**src/rtl/tanh_act_sequencer.sv**
```systemverilog
// Front end for the bfloat16 tanh CORDIC engine: buffers operands in a small FIFO,
// resolves special/saturating operands locally and sequences one engine operation at a time.
module tanh_act_sequencer #(
  parameter int          DEPTH     = 4,
  parameter int          TAG_W     = 4,
  parameter logic [7:0]  SAT_EXP   = 8'h81,
  parameter logic [7:0]  SMALL_EXP = 8'h77,
  parameter logic [7:0]  TIMEOUT   = 8'd63
) (
  input  logic             clk,
  input  logic             rst,
  input  logic             in_valid,
  output logic             in_ready,
  input  logic [15:0]      in_z,
  input  logic [TAG_W-1:0] in_tag,
  output logic             out_valid,
  input  logic             out_ready,
  output logic [15:0]      out_y,
  output logic [TAG_W-1:0] out_tag,
  output logic             out_err,
  output logic             eng_en,
  output logic [15:0]      eng_z,
  input  logic             eng_done,
  input  logic [15:0]      eng_out
);

  localparam int         AW   = $clog2(DEPTH);
  localparam logic [15:0] QNAN = 16'h7FC0;

  typedef enum logic [1:0] {IDLE, LAUNCH, ARM, WAIT} state_t;

  state_t state, state_nx;

  logic [TAG_W+15:0] mem [DEPTH];
  logic [AW:0]       wr_ptr, rd_ptr, wr_ptr_nx, rd_ptr_nx;
  logic              push, pop, empty;
  logic [15:0]       head_z;
  logic [TAG_W-1:0]  head_tag;
  logic [7:0]        head_exp;
  logic [6:0]        head_man;
  logic              bypass;
  logic [15:0]       bypass_y;
  logic [TAG_W-1:0]  eng_tag;
  logic [7:0]        cnt;
  logic              seen_low;
  logic              timed_out, eng_load;

  assign push      = in_valid && in_ready;
  assign empty     = (wr_ptr == rd_ptr);
  assign pop       = (state == IDLE) && !empty && (!out_valid || out_ready);
  assign wr_ptr_nx = wr_ptr + {{AW{1'b0}}, push};
  assign rd_ptr_nx = rd_ptr + {{AW{1'b0}}, pop};

  // in_ready is registered from the post-update pointers so it never lags a fill.
  always_ff @(posedge clk or posedge rst) begin
    if (rst) begin
      wr_ptr   <= '0;
      rd_ptr   <= '0;
      in_ready <= 1'b1;
    end else begin
      wr_ptr   <= wr_ptr_nx;
      rd_ptr   <= rd_ptr_nx;
      in_ready <= !((wr_ptr_nx[AW] != rd_ptr_nx[AW]) &&
                    (wr_ptr_nx[AW-1:0] == rd_ptr_nx[AW-1:0]));
    end
  end

  always_ff @(posedge clk) begin
    if (push) mem[wr_ptr[AW-1:0]] <= {in_tag, in_z};
  end

  assign {head_tag, head_z} = mem[rd_ptr[AW-1:0]];
  assign head_exp = head_z[14:7];
  assign head_man = head_z[6:0];

  always_comb begin
    bypass   = 1'b1;
    bypass_y = head_z;
    if (head_exp == 8'hFF && head_man != 7'd0) bypass_y = QNAN;
    else if (head_exp >= SAT_EXP)              bypass_y = {head_z[15], 15'h3F80};
    else if (head_exp == 8'h00)                bypass_y = {head_z[15], 15'h0000};
    else if (head_exp < SMALL_EXP)             bypass_y = head_z;
    else                                       bypass   = 1'b0;
  end

  // ARM waits for done to drop so a stale done from the prior operation is never taken.
  always_comb begin
    state_nx  = state;
    eng_en    = 1'b0;
    timed_out = 1'b0;
    eng_load  = 1'b0;
    case (state)
      IDLE:   if (pop && !bypass) state_nx = LAUNCH;
      LAUNCH: begin
        eng_en   = 1'b1;
        state_nx = ARM;
      end
      ARM: begin
        if (cnt == TIMEOUT) begin
          timed_out = 1'b1;
          state_nx  = IDLE;
        end else if (!eng_done) begin
          state_nx = WAIT;
        end
      end
      WAIT: begin
        if (seen_low && eng_done) begin
          eng_load = 1'b1;
          state_nx = IDLE;
        end else if (cnt == TIMEOUT) begin
          timed_out = 1'b1;
          state_nx  = IDLE;
        end
      end
      default: state_nx = IDLE;
    endcase
  end

  always_ff @(posedge clk or posedge rst) begin
    if (rst) begin
      state    <= IDLE;
      eng_z    <= '0;
      eng_tag  <= '0;
      cnt      <= '0;
      seen_low <= 1'b0;
    end else begin
      state <= state_nx;
      if (pop && !bypass) begin
        eng_z   <= head_z;
        eng_tag <= head_tag;
      end
      case (state)
        LAUNCH: begin
          cnt      <= '0;
          seen_low <= 1'b0;
        end
        ARM: begin
          cnt <= cnt + 8'd1;
          if (!eng_done) seen_low <= 1'b1;
        end
        WAIT:    cnt <= cnt + 8'd1;
        default: ;
      endcase
    end
  end

  // Only one source can load per cycle: bypass loads happen in IDLE, engine loads outside it.
  always_ff @(posedge clk or posedge rst) begin
    if (rst) begin
      out_valid <= 1'b0;
      out_y     <= '0;
      out_tag   <= '0;
      out_err   <= 1'b0;
    end else if (pop && bypass) begin
      out_valid <= 1'b1;
      out_y     <= bypass_y;
      out_tag   <= head_tag;
      out_err   <= 1'b0;
    end else if (eng_load) begin
      out_valid <= 1'b1;
      out_y     <= eng_out;
      out_tag   <= eng_tag;
      out_err   <= 1'b0;
    end else if (timed_out) begin
      out_valid <= 1'b1;
      out_y     <= QNAN;
      out_tag   <= eng_tag;
      out_err   <= 1'b1;
    end else if (out_ready) begin
      out_valid <= 1'b0;
    end
  end

endmodule

```
**config.mk**
```make
export PLATFORM = sky130hd
export DESIGN_NAME = tanh_act_sequencer
export DESIGN_NICKNAME = d
export VERILOG_FILES = /design/src/rtl/tanh_act_sequencer.sv
export SDC_FILE = /design/constraint.sdc
export NUM_CORES = 1
export LEC_CHECK = 0
export ABC_AREA = 1
export BUFFER_PORTS_ARGS = -buffer_cell sky130_fd_sc_hd__clkbuf_2
export CORE_MARGIN = 2
export CORE_UTILIZATION = 30
export DETAILED_ROUTE_END_ITERATION = 10
export PLACE_DENSITY = 0.51
export SYNTH_ARGS = -nofsm -noshare
export SYNTH_HDL_FRONTEND = slang
export SYNTH_SLANG_ARGS = --single-unit
```
**constraint.sdc**
```tcl
create_clock -name clk -period 3.9 [get_ports clk]
set_input_delay 0.195 -clock clk [delete_from_list [all_inputs] [get_ports clk]]
set_output_delay 0.195 -clock clk [all_outputs]
set_load 0.05 [all_outputs]
```
# After elaboration in Yosys (flattened, before gate mapping)
# Memories as Yosys holds them, arrays and structs flattened.
# Cells that the tools add are included.
# totals
register_bits	60
latchBits	0
ram_bits	80
romBits	0
inputBits	41
output_inout_bits	40
word_cells	90
n_memories	1
# classes
addsub	3
multipliers	0
n_div	0
order_cmp	2
eq_ne	12
shift	0
n_mux	37
bitwise	0
reduce_logical	23
# mem_list
name	words	width	read_ports	rd_ports_with_merged_regs	write_ports	line	source
mem	4	20	1	0	1	34	logic [TAG_W+15:0] mem [DEPTH];
# op_table
operator	count
16-bit 2-to-1 mux	4
15-bit 2-to-1 mux	2
1-bit 2-to-1 mux	19
8-bit case mux with 2 select lines	1
4-bit 2-to-1 mux	3
2-bit 2-to-1 mux	5
8-bit by 1-bit adder with 8-bit output, second input constant	1
8-bit by 6-bit == test with 1-bit output, second input constant	1
8-bit == test, second input constant	1
8-bit greater-or-equal comparator, second input constant	1
1-bit logical AND	8
8-bit logical NOT	1
8-bit by 7-bit < comparator with 1-bit output, second input constant	1
2-bit case mux with 4 select lines	1
7-bit nonzero test	1
3-bit by 1-bit adder with 3-bit output	2
3-bit != test, second input constant	2
2-bit == test, second input constant	2
1-bit logical NOT	4
1-bit case mux with 2 select lines	2
2-bit nonzero test	2
4-bit nonzero test	1
3-bit == test	1
3-bit AND reduction	1
other kinds (10)	10

# Depth between registers and ports, before layout
# Gate-level depths: netlist of run 1.
# An unclocked memory read counts as a cell.
# logic_depth
ltp_word	10
depth_mapped	18
mapped_depth_nobuf	15

# Worst setup path before layout of run 1
# No wires, ideal clock.
# synth_timing
path_type	register -> register
startpoint	register in_ready
endpoint	memory mem[1][0] (netlist name) (enable)
setup_time_ps	422
arrival_ps	2254
t_required_ps	3478
slack_ps	1224
stages_incl_launch_ff	3
n_path_buf	0
synth_period_minus_slack_ps	2676
cell_sequence	dfstp_2 -> nand2_1 -> nor3_1
# synth_via
elab_chain_cells	3
# synth_rtl
element	line	source
start, declared	13	output logic in_ready,
start signal, assigned	63	in_ready <= !((wr_ptr_nx[AW] != rd_ptr_nx[AW]) &&
1-bit logical AND	48	assign push = in_valid && in_ready;
1-bit 2-to-1 mux	69	if (push) mem[wr_ptr[AW-1:0]] <= {in_tag, in_z};
1-bit 2-to-1 mux (implied by the code)	69	
end, declared	34	
# No other way between the ends.

# Worst setup path in the final report of run 1
# layout_timing
startpoint	register rd_ptr[1]
endpoint	register out_tag[0]
# layout_via
elab_chain_cells	8
elab_cells_between_ends	18
cone_classes	2 x order compare; 2 x eq/ne; 5 x mux; 8 x reduce/logical; 1 x memory
# layout_rtl
element	line	source
start, declared	35	logic [AW:0] wr_ptr, rd_ptr, wr_ptr_nx, rd_ptr_nx;
start signal, assigned	62	rd_ptr <= rd_ptr_nx;
memory 4 x 20 bit	-	
8-bit by 7-bit < comparator with 1-bit output	82	else if (head_exp < SMALL_EXP) bypass_y = head_z;
1-bit 2-to-1 mux	82	
1-bit 2-to-1 mux	81	else if (head_exp == 8'h00) bypass_y = {head_z[15], 15'h0000};
1-bit 2-to-1 mux	80	else if (head_exp >= SAT_EXP) bypass_y = {head_z[15], 15'h3F80};
1-bit 2-to-1 mux	79	if (head_exp == 8'hFF && head_man != 7'd0) bypass_y = QNAN;
1-bit logical AND	154	end else if (pop && bypass) begin
3-bit nonzero test (no line) or 4-bit 2-to-1 mux (tied branches)	-	
end signal, assigned	157	out_tag <= head_tag;
end signal, assigned	162	out_tag <= eng_tag;
end signal, assigned	167	out_tag <= eng_tag;
end, declared	19	output logic [TAG_W-1:0] out_tag,
# Several ways; a longest one is shown, not always the timed one.
# A chain may end at the register's enable or synchronous reset.

==> impl_metrics.csv, run 1 <==
group,metric,value,unit
sta,slew_headroom,0.4143,
cts,clk_pin_slew,70,ps
cts,postCtsSetupBuffers,0,
cts,clk_path_buf_depth,2,
die,die_h,146.3,um
die,core,20040,um^2
sta,fin_crit_sh,0.6322,
cts,cts_buffers,17,
sta,period_minus_slack,2466,ps
power,leakage,3.382,nW
layout,register_area,3905,um^2
global_routing,grt_usage,0.1408,
global_routing,antenna_found_initial,0,
synth,synth_top_cells_by_area,"edfxtp_1 (40%), dfrtp_1 (24%), nand2_1 (14%)",
cts,ctsResizeCount,0,
synth,ys_seq_area_frac,0.6424,
setup_path,crit_required,4260,ps
synth,yosysWarnings,0,
synth,synth_xor_xnor_area_share,0.01153,
synth,syn_avg_cell_area,10.01,um^2
synth,synth_top_area_share,0.3952,
layout,final_cell_mix,"nand2_1 (219), clkbuf_2 (80), edfxtp_1 (80)",
route,postRouteAntennaNets,0,
cts,clk_latency,430,ps
setup_path,crit_arrival,2830,ps
sta,finalSetupTns,0,ps
power,ir_drop,305.0,uV
cts,cts.sinks,140,
global_routing,grt_pass1_wl,23350,um
route,dr.pass1.iters,5,
sta,slew_violations,0,
synth,synth.area.mux_share,0,
setup_path,worst_setup_path_start_kind,"register",
die,rows,52,
layout,nFillCells,2031,
sta,clock_skew,10.20,ps
route,wl_per_cell,14.31,um
synth,synth.cell_area,6078,um^2
setup_path,cp_slowest_cell,"dfrtp_1",
synth,yosys.area_share.adder,0.01029,
route,dr.first_iter.drc_count,337,
die,chipWidth,146.3,um
setup_path,endpoint_kind,"register",
sta,setup_viol_count_final,0,
layout,multiInputGateArea,1912,um^2
die,die_area,21420,um^2
setup_path,cp_cell_sequence,"inv_2, nand3_1, nand2_2, nand2_1, nor2_2, nand2_1, nand2_4, nand2_4, nand2_8, nand2_4, inv_2, nand2_1, nand2_1",
layout,layout_commonest_cell,"nand2_1",
cts,cts_tree,"yes",
global_routing,overflow,0,
synth,yosys.area.top_type,"edfxtp_1",
cts,htreeDepth,4,
sta,hold_viol,0,
synth,syn_nets,653,
layout,syn_to_final_growth,23.86,%
cts,cts-root-buf,"clkbuf_16",
sta,fmax,405.6,MHz
layout,final_layout_size_suffix_gt1_frac,0.1936,
placed_design,place.gp.congestion,0.7801,
die,start_util,0.3033,
route,viasPerCell,4.404,
flow_run,drv_cap,0,
synth,synth_cells,607,
synth,synthSimpleGateAreaFrac,0.2400,
placed_design,portBuffers,80,
power,powerDensity,912.2,nW/um^2
synth,ys_seq_elements,140,
route,dr_total_vias,4373,
synth,synth_compound_area_frac,0.04940,
setup_path,slowest_delay,430,ps
sta,rsz0062_at_grt,"false",
global_routing,grt_max_degree,44,
setup_path,criticalPathCategory,"register to register",
min_path,hold_class,"input pin to register",
setup_path,crit_top_cell,"nand2_1",
setup_path,critPathMaxFanout,28,
outcome,status,"finished clean",
layout,final_nets,756,
global_routing,grt_pass1_vias,4420,
placed_design,dpl.hpwl,9815,um
placed_design,place_inst,942,
layout,antennaDiodeCount,0,
synth,yosys.cell_types.count,36,
route,routed_wl,14210,um
cts,ctsHoldBuffers,19,
die,ios,81,
layout,fin_cells,993,
synth,synth_top_family_by_area,"simple AND/OR/NAND/NOR gates",
sta,tightest_slew,877.3,ps
route,drc,0,
-- worst paths after layout --
| check | from | endpoint | slack (ps) | cells past startpoint |
|---|---|---|---|---|
| max | rd_ptr[1] | out_tag[0] | 1430 | 13 |
| min | in_z[15] | mem[3][15] | 10 | 1 |
| max reg2reg | rd_ptr[1] | out_tag[0] | 1430 | 13 |
| min reg2reg | out_y[1] | out_y[1] | 480 | 2 |
| max in group asynchronous | rst | in_ready | 2530 | 4 |
| min in group asynchronous | rst | eng_z[5] | 490 | 3 |
-- cell usage after synthesis --
| master | instances |
|---|---|
| nor3_1 | 11 |
| buf_1 | 2 |
| o21bai_1 | 6 |
| xor2_1 | 3 |
| nand3_1 | 50 |
| inv_4 | 1 |
| buf_6 | 5 |
| o21ai_0 | 20 |
| dfrtp_1 | 59 |
| inv_2 | 3 |
| edfxtp_1 | 80 |
| a22o_1 | 1 |
| nand2_1 | 219 |
| clkbuf_1 | 4 |
| o21ai_1 | 8 |
| or2_2 | 3 |
| clkinv_1 | 1 |
| ha_1 | 5 |
| xnor2_1 | 5 |
| nand2_2 | 3 |
| nand2_4 | 3 |
| inv_1 | 31 |
| nor2_1 | 47 |
| a21oi_1 | 9 |
| nand3b_1 | 2 |
| buf_2 | 7 |
| nand4_1 | 4 |
| buf_4 | 4 |
| a32o_1 | 4 |
| a21o_1 | 1 |
| o22ai_1 | 1 |
| dfstp_2 | 1 |
| nand3_4 | 1 |
| o21a_1 | 1 |
| nand2_8 | 1 |
| nor2_2 | 1 |
-- registers in the layout, summed over array words and instances, names as in the netlist --
signal and flops:
cnt 8, eng_tag 4, eng_z 16, in_ready 1, mem 80, out_err 1, out_tag 4, out_valid 1
out_y 16, rd_ptr 3, seen_low 1, state 2, wr_ptr 3
-- per-layer routing --
layer | vias up | part of all wire | GRT usage
li1 | 2219 | - | -
met1 | 2022 | 0.47 | 0.1923
met2 | 120 | 0.46 | 0.2146
met3 | 12 | 0.060 | 0.03406
met4 | 0 | 0.011 | 0.06068
met5 | - | 0 | 0
-- cells by family (layout without fill, tap and decap cells) --
family / Yosys count / after routing
adder cells (fa/ha/maj): 5 / 5
XOR/XNOR: 8 / 8
AND/OR/NAND/NOR: 345 / 345
AO/OA/AOI/OAI: 51 / 51
buffers and inverters: 58 / 174
flip-flops: 140 / 140
-- power by group --
group          internal [mW]  switching [mW]  leakage (nW)
Clock                  0.914           0.697         0.294
Sequential              2.02           0.231          1.47
Combinational          0.788            2.22          1.62
-- stage by stage --
stage | hold slack, ps | utilization | power, mW | setup WS [ps] | instance area, um^2
after floorplan | 293.9 | - | 4.578 | 1224 | 6078
after global placement | 405.9 | 0.3366 | 5.258 | 1488 | 6745
after detailed placement | 416.6 | 0.3366 | 5.308 | 1402 | 6745
after CTS | 5.460 | 0.3757 | 6.950 | 1369 | 7528
after global routing | 7.721 | 0.3757 | 7.368 | 1054 | 7528
final | 14.98 | 0.3757 | 6.867 | 1434 | 7528
-- critical path: cells and delay by family (launching register included) --
family	cells	cell delay (ps)
AND/OR/NAND/NOR	11	1350
buffers and inverters	2	610
flip-flops	1	430
-- area by class of cell --
class,instances,share of cell area
inverters,36,0.01828
well taps,270,0.04487
clock buffers,17,0.05651
multi-input cells,409,0.2539
flip-flops and latches,140,0.5187
clock inverters,15,0.02227
repair buffers,106,0.08542
No activity file was read; power rests on OpenSTA's default activity.
==> run 2: changes to the inputs <==
--- a/config.mk
+++ b/config.mk
@@ -10,7 +10,7 @@
 export CORE_MARGIN = 2
 export CORE_UTILIZATION = 30
 export DETAILED_ROUTE_END_ITERATION = 10
-export PLACE_DENSITY = 0.51
+export PLACE_DENSITY = 0.53
 export SYNTH_ARGS = -nofsm -noshare
 export SYNTH_HDL_FRONTEND = slang
 export SYNTH_SLANG_ARGS = --single-unit
==> constraint.sdc (replaced) <==
create_clock -name clk -period 2.2 [get_ports clk]
set_input_delay 0.11 -clock clk [delete_from_list [all_inputs] [get_ports clk]]
set_output_delay 0.11 -clock clk [all_outputs]
set_load 0.05 [all_outputs]
==> run 2 against run 1 <==
Effect of this change:
- register-to-register slack worse by 1300 ps
- combinational power grew 94%
- largest power group unchanged
- sequential cell count unchanged
- clock-buffer cell count unchanged
- sequential share of layout area shrank 1.7 points
- global-route usage fell by 0.47 points
- non-clock buffer count is 25 higher
- highest routed layer unchanged
- setup slack lost 1300 ps
- clock power grew 65%
- largest cell class unchanged
- critical endpoint is now out_tag[2]
==> impl_metrics.csv, run 2 (synthesis gave the netlist of run 1 again) <==
group,metric,value,unit
placed_design,place_inst,956,
cts,cts_tree,"yes",
global_routing,grt_pass1_vias,4220,
layout,final_cell_mix,"nand2_1 (217), clkbuf_2 (80), edfxtp_1 (80)",
global_routing,grt_usage,0.1361,
global_routing,antenna_found_initial,0,
route,dr_total_vias,4475,
cts,clk_path_buf_depth,2,
sta,fmax,488.9,MHz
route,dr.pass1.iters,4,
layout,layout_commonest_cell,"nand2_1",
sta,clock_skew,8.161,ps
layout,final_layout_size_suffix_gt1_frac,0.2216,
setup_path,crit_required,2510,ps
sta,period_minus_slack,2045,ps
power,ir_drop,583.6,uV
layout,antennaDiodeCount,0,
cts,clk_pin_slew,60,ps
setup_path,worst_setup_path_start_kind,"register",
outcome,status,"finished clean",
route,viasPerCell,4.392,
placed_design,portBuffers,80,
power,powerDensity,1607,nW/um^2
die,core,20040,um^2
placed_design,dpl.hpwl,9808,um
power,leakage,3.488,nW
route,wl_per_cell,13.94,um
setup_path,endpoint_kind,"register",
setup_path,crit_arrival,2360,ps
global_routing,overflow,0,
die,die_h,146.3,um
min_path,hold_class,"input pin to register",
die,chipWidth,146.3,um
setup_path,criticalPathCategory,"register to register",
layout,final_nets,782,
sta,tightest_slew,450.4,ps
cts,cts_buffers,17,
route,dr.first_iter.drc_count,214,
layout,largest_reg_flops,80,
placed_design,pre_cts_slack,26.11,ps
sta,setup_viol_count_final,0,
layout,fin_cells,1019,
die,die_area,21420,um^2
layout,nFillCells,2022,
cts,clk_latency,420,ps
die,ios,81,
sta,setup_slack,154.5,ps
sta,fin_crit_sh,0.9298,
route,postRouteAntennaNets,0,
sta,rsz0062_at_grt,"true",
die,start_util,0.3033,
sta,slew_headroom,0.6986,
layout,syn_to_final_growth,28.02,%
global_routing,grt_max_degree,61,
flow_run,drv_cap,0,
cts,cts-root-buf,"clkbuf_16",
setup_path,critPathMaxFanout,21,
die,rows,52,
route,routed_wl,14210,um
sta,slew_violations,0,
cts,cts.sinks,140,
cts,htreeDepth,4,
route,drc,0,
global_routing,grt_pass1_wl,22600,um
placed_design,place.gp.congestion,0.7495,
sta,hold_viol,0,
-- run 2: area by class of cell --
cell class                      instances  area, um^2  area share
Sequential cell                       140        3906      0.5020
Timing Repair Buffer                  131       875.8      0.1126
Clock buffer                           17       425.4     0.05467
Tap cell                              270       337.8     0.04342
Inverter                               36       147.6     0.01897
Multi-Input combinational cell        410        1962      0.2521
Clock inverter                         15       126.4     0.01624
-- run 2: path summary, 6_finish.rpt --
check / from / to / slack [ps] / depth (start not counted)
worst min register to register: out_y[1] / out_y[1] / 470 / 2
worst min-delay path: eng_out[5] / out_y[5] / 20 / 5
max in group asynchronous: rst / in_ready / 1590 / 4
min in group asynchronous: rst / out_tag[2] / 270 / 4
worst max register to register: rd_ptr[0] / out_tag[2] / 150 / 14
worst max-delay path: rd_ptr[0] / out_tag[2] / 150 / 14
-- run 2: repair_timing --
item,in CTS,in global routing
gates cloned,0,1
pin swaps,0,3
buffers inserted,0,6
hold buffers,24,0
endpoints found under the hold margin,142,0
resized for setup,1,13
setup endpoints to repair,3,37
-- run 2: power by group --
group | switching [mW] | internal, mW | total (mW)
registers | 0.418 | 3.58 | 4.00
logic | 4.08 | 1.77 | 5.85
clock network | 1.18 | 1.47 | 2.65
-- run 2: critical path: stages, from the launching register on --
cell and delay, ps:
dfrtp_2 460, buf_12 170, nand2_1 60, nand3_1 110, nand2_4 150, nand2_1 60, nor2_1 90, nand2_1 70
nand2_2 170, nand2_8 110, nand2_8 130, buf_4 130, nand2_1 40, nand3_1 100, nand2_1 60
-- run 2: per-stage QoR --
| stage | power (mW) | util | hold WS (ps) | TNS [ps] | cell area [um^2] |
|---|---|---|---|---|---|
| after global routing | 13.36 | 0.3883 | 44.05 | -19.67 | 7781 |
| after CTS | 12.33 | 0.3827 | 5.512 | 0 | 7670 |
| after global placement | 9.587 | 0.3431 | 186.6 | 0 | 6875 |
| after floorplan | 8.115 | - | 208.9 | -38110 | 6078 |
| final | 12.50 | 0.3883 | 20.74 | 0 | 7781 |
| after detailed placement | 9.614 | 0.3431 | 187.7 | 0 | 6875 |
-- run 2: metal layers --
metal / vias up / part of all wire / track usage
met5: - / 0 / 0
li1: 2280 / - / -
met1: 2081 / 0.49 / 0.1865
met2: 100 / 0.45 / 0.2090
met3: 14 / 0.045 / 0.03406
met4: 0 / 0.013 / 0.05243
==> run 3: changes to the inputs <==
--- a/config.mk
+++ b/config.mk
@@ -5,7 +5,6 @@
 export SDC_FILE = /design/constraint.sdc
 export NUM_CORES = 1
 export LEC_CHECK = 0
-export ABC_AREA = 1
 export BUFFER_PORTS_ARGS = -buffer_cell sky130_fd_sc_hd__clkbuf_2
 export CORE_MARGIN = 2
 export CORE_UTILIZATION = 30
==> constraint.sdc (replaced) <==
create_clock -name clk -period 2.2 [get_ports clk]
set_input_delay 0.55 -clock clk [delete_from_list [all_inputs] [get_ports clk]]
set_output_delay 0.55 -clock clk [all_outputs]
set_load 0.05 [all_outputs]
==> run 3 against run 2 <==
Effect of this change:
- the run now ends with negative setup slack left
- fmax shrank 24%
- global-route usage grew 0.36 points
- synthesized cell count shrank 44%
- largest power group unchanged
- largest cell class unchanged
- critical endpoint is now eng_z[7]
==> impl_metrics.csv, run 3 <==
group,metric,value,unit
route,routed_wl,13780,um
sta,fmax,369.3,MHz
die,die_area,20040,um^2
synth,async_reset_ff_frac,0.4286,
layout,final_nets,535,
power,power_frac_comb,0.428,
placed_design,portBuffers,80,
synth,yosys.cell_types.count,47,
cts,cts_tree,"yes",
die,start_util,0.3044,
cts,ctsHoldBuffers,0,
cts,htreeDepth,4,
sta,fin_crit_sh,1.231,
setup_path,crit_cells,8,
setup_path,criticalPathCategory,"register to register",
layout,antennaDiodeCount,0,
global_routing,grt_pass1_wl,20820,um
global_routing,grt_pass1_vias,3659,
die,core,18640,um^2
power,leakage,3.080,nW
route,dr.pass1.iters,4,
global_routing,overflow,0,
die,rows,50,
synth,synthFlopType,"edfxtp_1",
sta,clock_skew,13.79,ps
layout,final_cell_mix,"edfxtp_1 (80), clkbuf_2 (79), dfrtp_1 (57)",
setup_path,crit_required,2510,ps
synth,yosys-top-cells-count,"edfxtp_1 (80), dfrtp_1 (59), nand2_1 (20)",
placed_design,dpl.hpwl,9454,um
cts,cts.sinks,140,
power,p_seq_frac,0.336,
cts,clk_latency,430,ps
route,dr_total_vias,3533,
layout,largest_reg_flops,80,
global_routing,antenna_found_initial,1,
layout,nFillCells,1715,
outcome,violations,"negative setup slack",
route,drc,0,
synth,ys_seq_elements,140,
placed_design,pre_cts_slack,-521.1,ps
cts,clk_pin_slew,60,ps
layout,final_layout_size_suffix_gt1_frac,0.5020,
synth,ys_seq_area_frac,0.6881,
setup_path,cp_num_buf_inv,2,
synth,syn_avg_cell_area,16.69,um^2
layout,layout_commonest_cell,"edfxtp_1",
setup_path,cp_cell_sequence,"buf_6, mux4_2, or4_4, nor4_4, a21oi_2, nor2_4, clkbuf_16, mux2_4",
route,viasPerCell,4.800,
power,p_switching,4.620,mW
outcome,status,"finished with violations",
cts,cts_buffers,17,
sta,period_minus_slack,2708,ps
route,postRouteAntennaNets,0,
sta,rsz0062_at_grt,"true",
layout,multiInputGateArea,1888,um^2
global_routing,grt_max_degree,47,
synth,synth_top_cells_by_area,"edfxtp_1 (42%), dfrtp_1 (26%), mux4_2 (7.1%)",
min_path,hold_class,"input pin to asynchronous set/reset pin",
setup_path,slowest_delay,520,ps
cts,cts-root-buf,"clkbuf_16",
layout,register_area,3908,um^2
power,cellInternalPower,7.232,mW
placed_design,place.gp.congestion,0.8259,
setup_path,crit_arrival,3010,ps
synth,synth.cell_area,5675,um^2
setup_path,worst_setup_path_start_kind,"register",
power,powerDensity,1546,nW/um^2
sta,slew_headroom,0.5401,
synth,synth_cells,340,
die,ios,81,
synth,synth_top_area_share,0.4233,
layout,syn_to_final_growth,35.07,%
die,chipWidth,141.5,um
setup_path,cp_slowest_cell,"or4_4",
route,wl_per_cell,18.73,um
synth,yosysMostFrequentCell,"edfxtp_1",
cts,clk_path_buf_depth,2,
sta,tightest_slew,687.3,ps
setup_path,reg2regPathDepth,8,
synth,yosys.area.top_type,"edfxtp_1",
setup_path,critPathMaxFanout,7,
power,switching_share,0.3898,
global_routing,grt_usage,0.1398,
setup_path,endpoint_kind,"register",
flow_run,drv_cap,0,
power,pwr-share-clk,0.236,
die,die_h,141.5,um
sta,setup_slack,-508.1,ps
synth,syn_nets,386,
sta,slew_violations,0,
power,ir_drop,586.2,uV
synth,yosysWarnings,0,
synth,synth_edf_count,80,
setup_path,path_delay_family,"simple AND/OR/NAND/NOR gates",
sta,setup_viol_count_final,43,
route,dr.first_iter.drc_count,240,
sta,hold_viol,0,
power,power,11.85,mW
[run 3: final cells by class]
type / count / share of cell area
Timing Repair Buffer: 141 / 0.1267
Sequential cell: 140 / 0.5097
Inverter: 6 / 0.003427
Clock inverter: 15 / 0.02024
Tap cell: 234 / 0.03819
Multi-Input combinational cell: 183 / 0.2463
Clock buffer: 17 / 0.05549
[run 3: power by group through the flow]
stage | clock, mW | combinational (mW) | sequential (mW)
finish | 2.80 | 5.07 | 3.98
global route | 2.97 | 5.43 | 4.05
CTS | 2.86 | 4.85 | 3.97
detailed placement | 0 | 4.67 | 4.00
global placement | 0 | 4.61 | 3.98
floorplan | 0 | 2.13 | 4.85
[run 3: final timing paths]
path	from	end	slack, ps
max	rd_ptr[0]	eng_z[7]	-510
min	rst	wr_ptr[0]	80
max reg2reg	rd_ptr[0]	eng_z[7]	-510
min reg2reg	eng_z[12]	eng_z[12]	510
max in group asynchronous	rst	out_y[4]	1540
min in group clk	in_z[1]	mem[2][1]	340
[run 3: worst register-to-register path: cells and delay by family, from the launching register on]
family                 cells  cell delay (ps)
AND/OR/NAND/NOR            3              940
buffers and inverters      2              320
flip-flops                 1              430
multiplexers               2              790
AO/OA/AOI/OAI              1              120
[run 3: cells by family (layout without fill, tap and decap cells)]
logic type               Yosys count  count (layout)  share of synthesized area
buffers and inverters             17             179                    0.01896
AND/OR/NAND/NOR                   71              71                    0.06261
multiplexers                      41              41                     0.1347
XOR/XNOR                          13              13                    0.02006
adder cells (fa/ha/maj)            5               5                    0.01102
AO/OA/AOI/OAI                     53              53                    0.06460
flip-flops                       140             140                     0.6881
[run 3: through the flow]
stage	setup TNS [ps]	utilization	area (um^2)	instances	hold slack [ps]
floorplan	-16900	-	5763	340	471.0
global placement	-16440	0.3641	6788	696	498.3
detailed placement	-18060	0.3641	6788	696	496.2
CTS	-16700	0.4017	7490	729	75.65
global route	-21550	0.4112	7666	736	96.09
finish	-17590	0.4112	7666	736	79.16
[run 3: per-layer routing]
| metal | wire length, um | up-vias | global-route usage |
|---|---|---|---|
| met2 | 6783 | 70 | 0.2225 |
| met3 | 609 | 14 | 0.04151 |
| li1 | - | 1624 | - |
| met4 | 202 | 0 | 0.05211 |
| met5 | 0 | - | 0 |
| met1 | 6188 | 1825 | 0.1816 |
[run 3: timing repair]
item,CTS,global route
gates cloned,0,2
pin swaps,7,4
buffers inserted,2,6
resized for setup,29,14
endpoints found under the setup margin,45,44
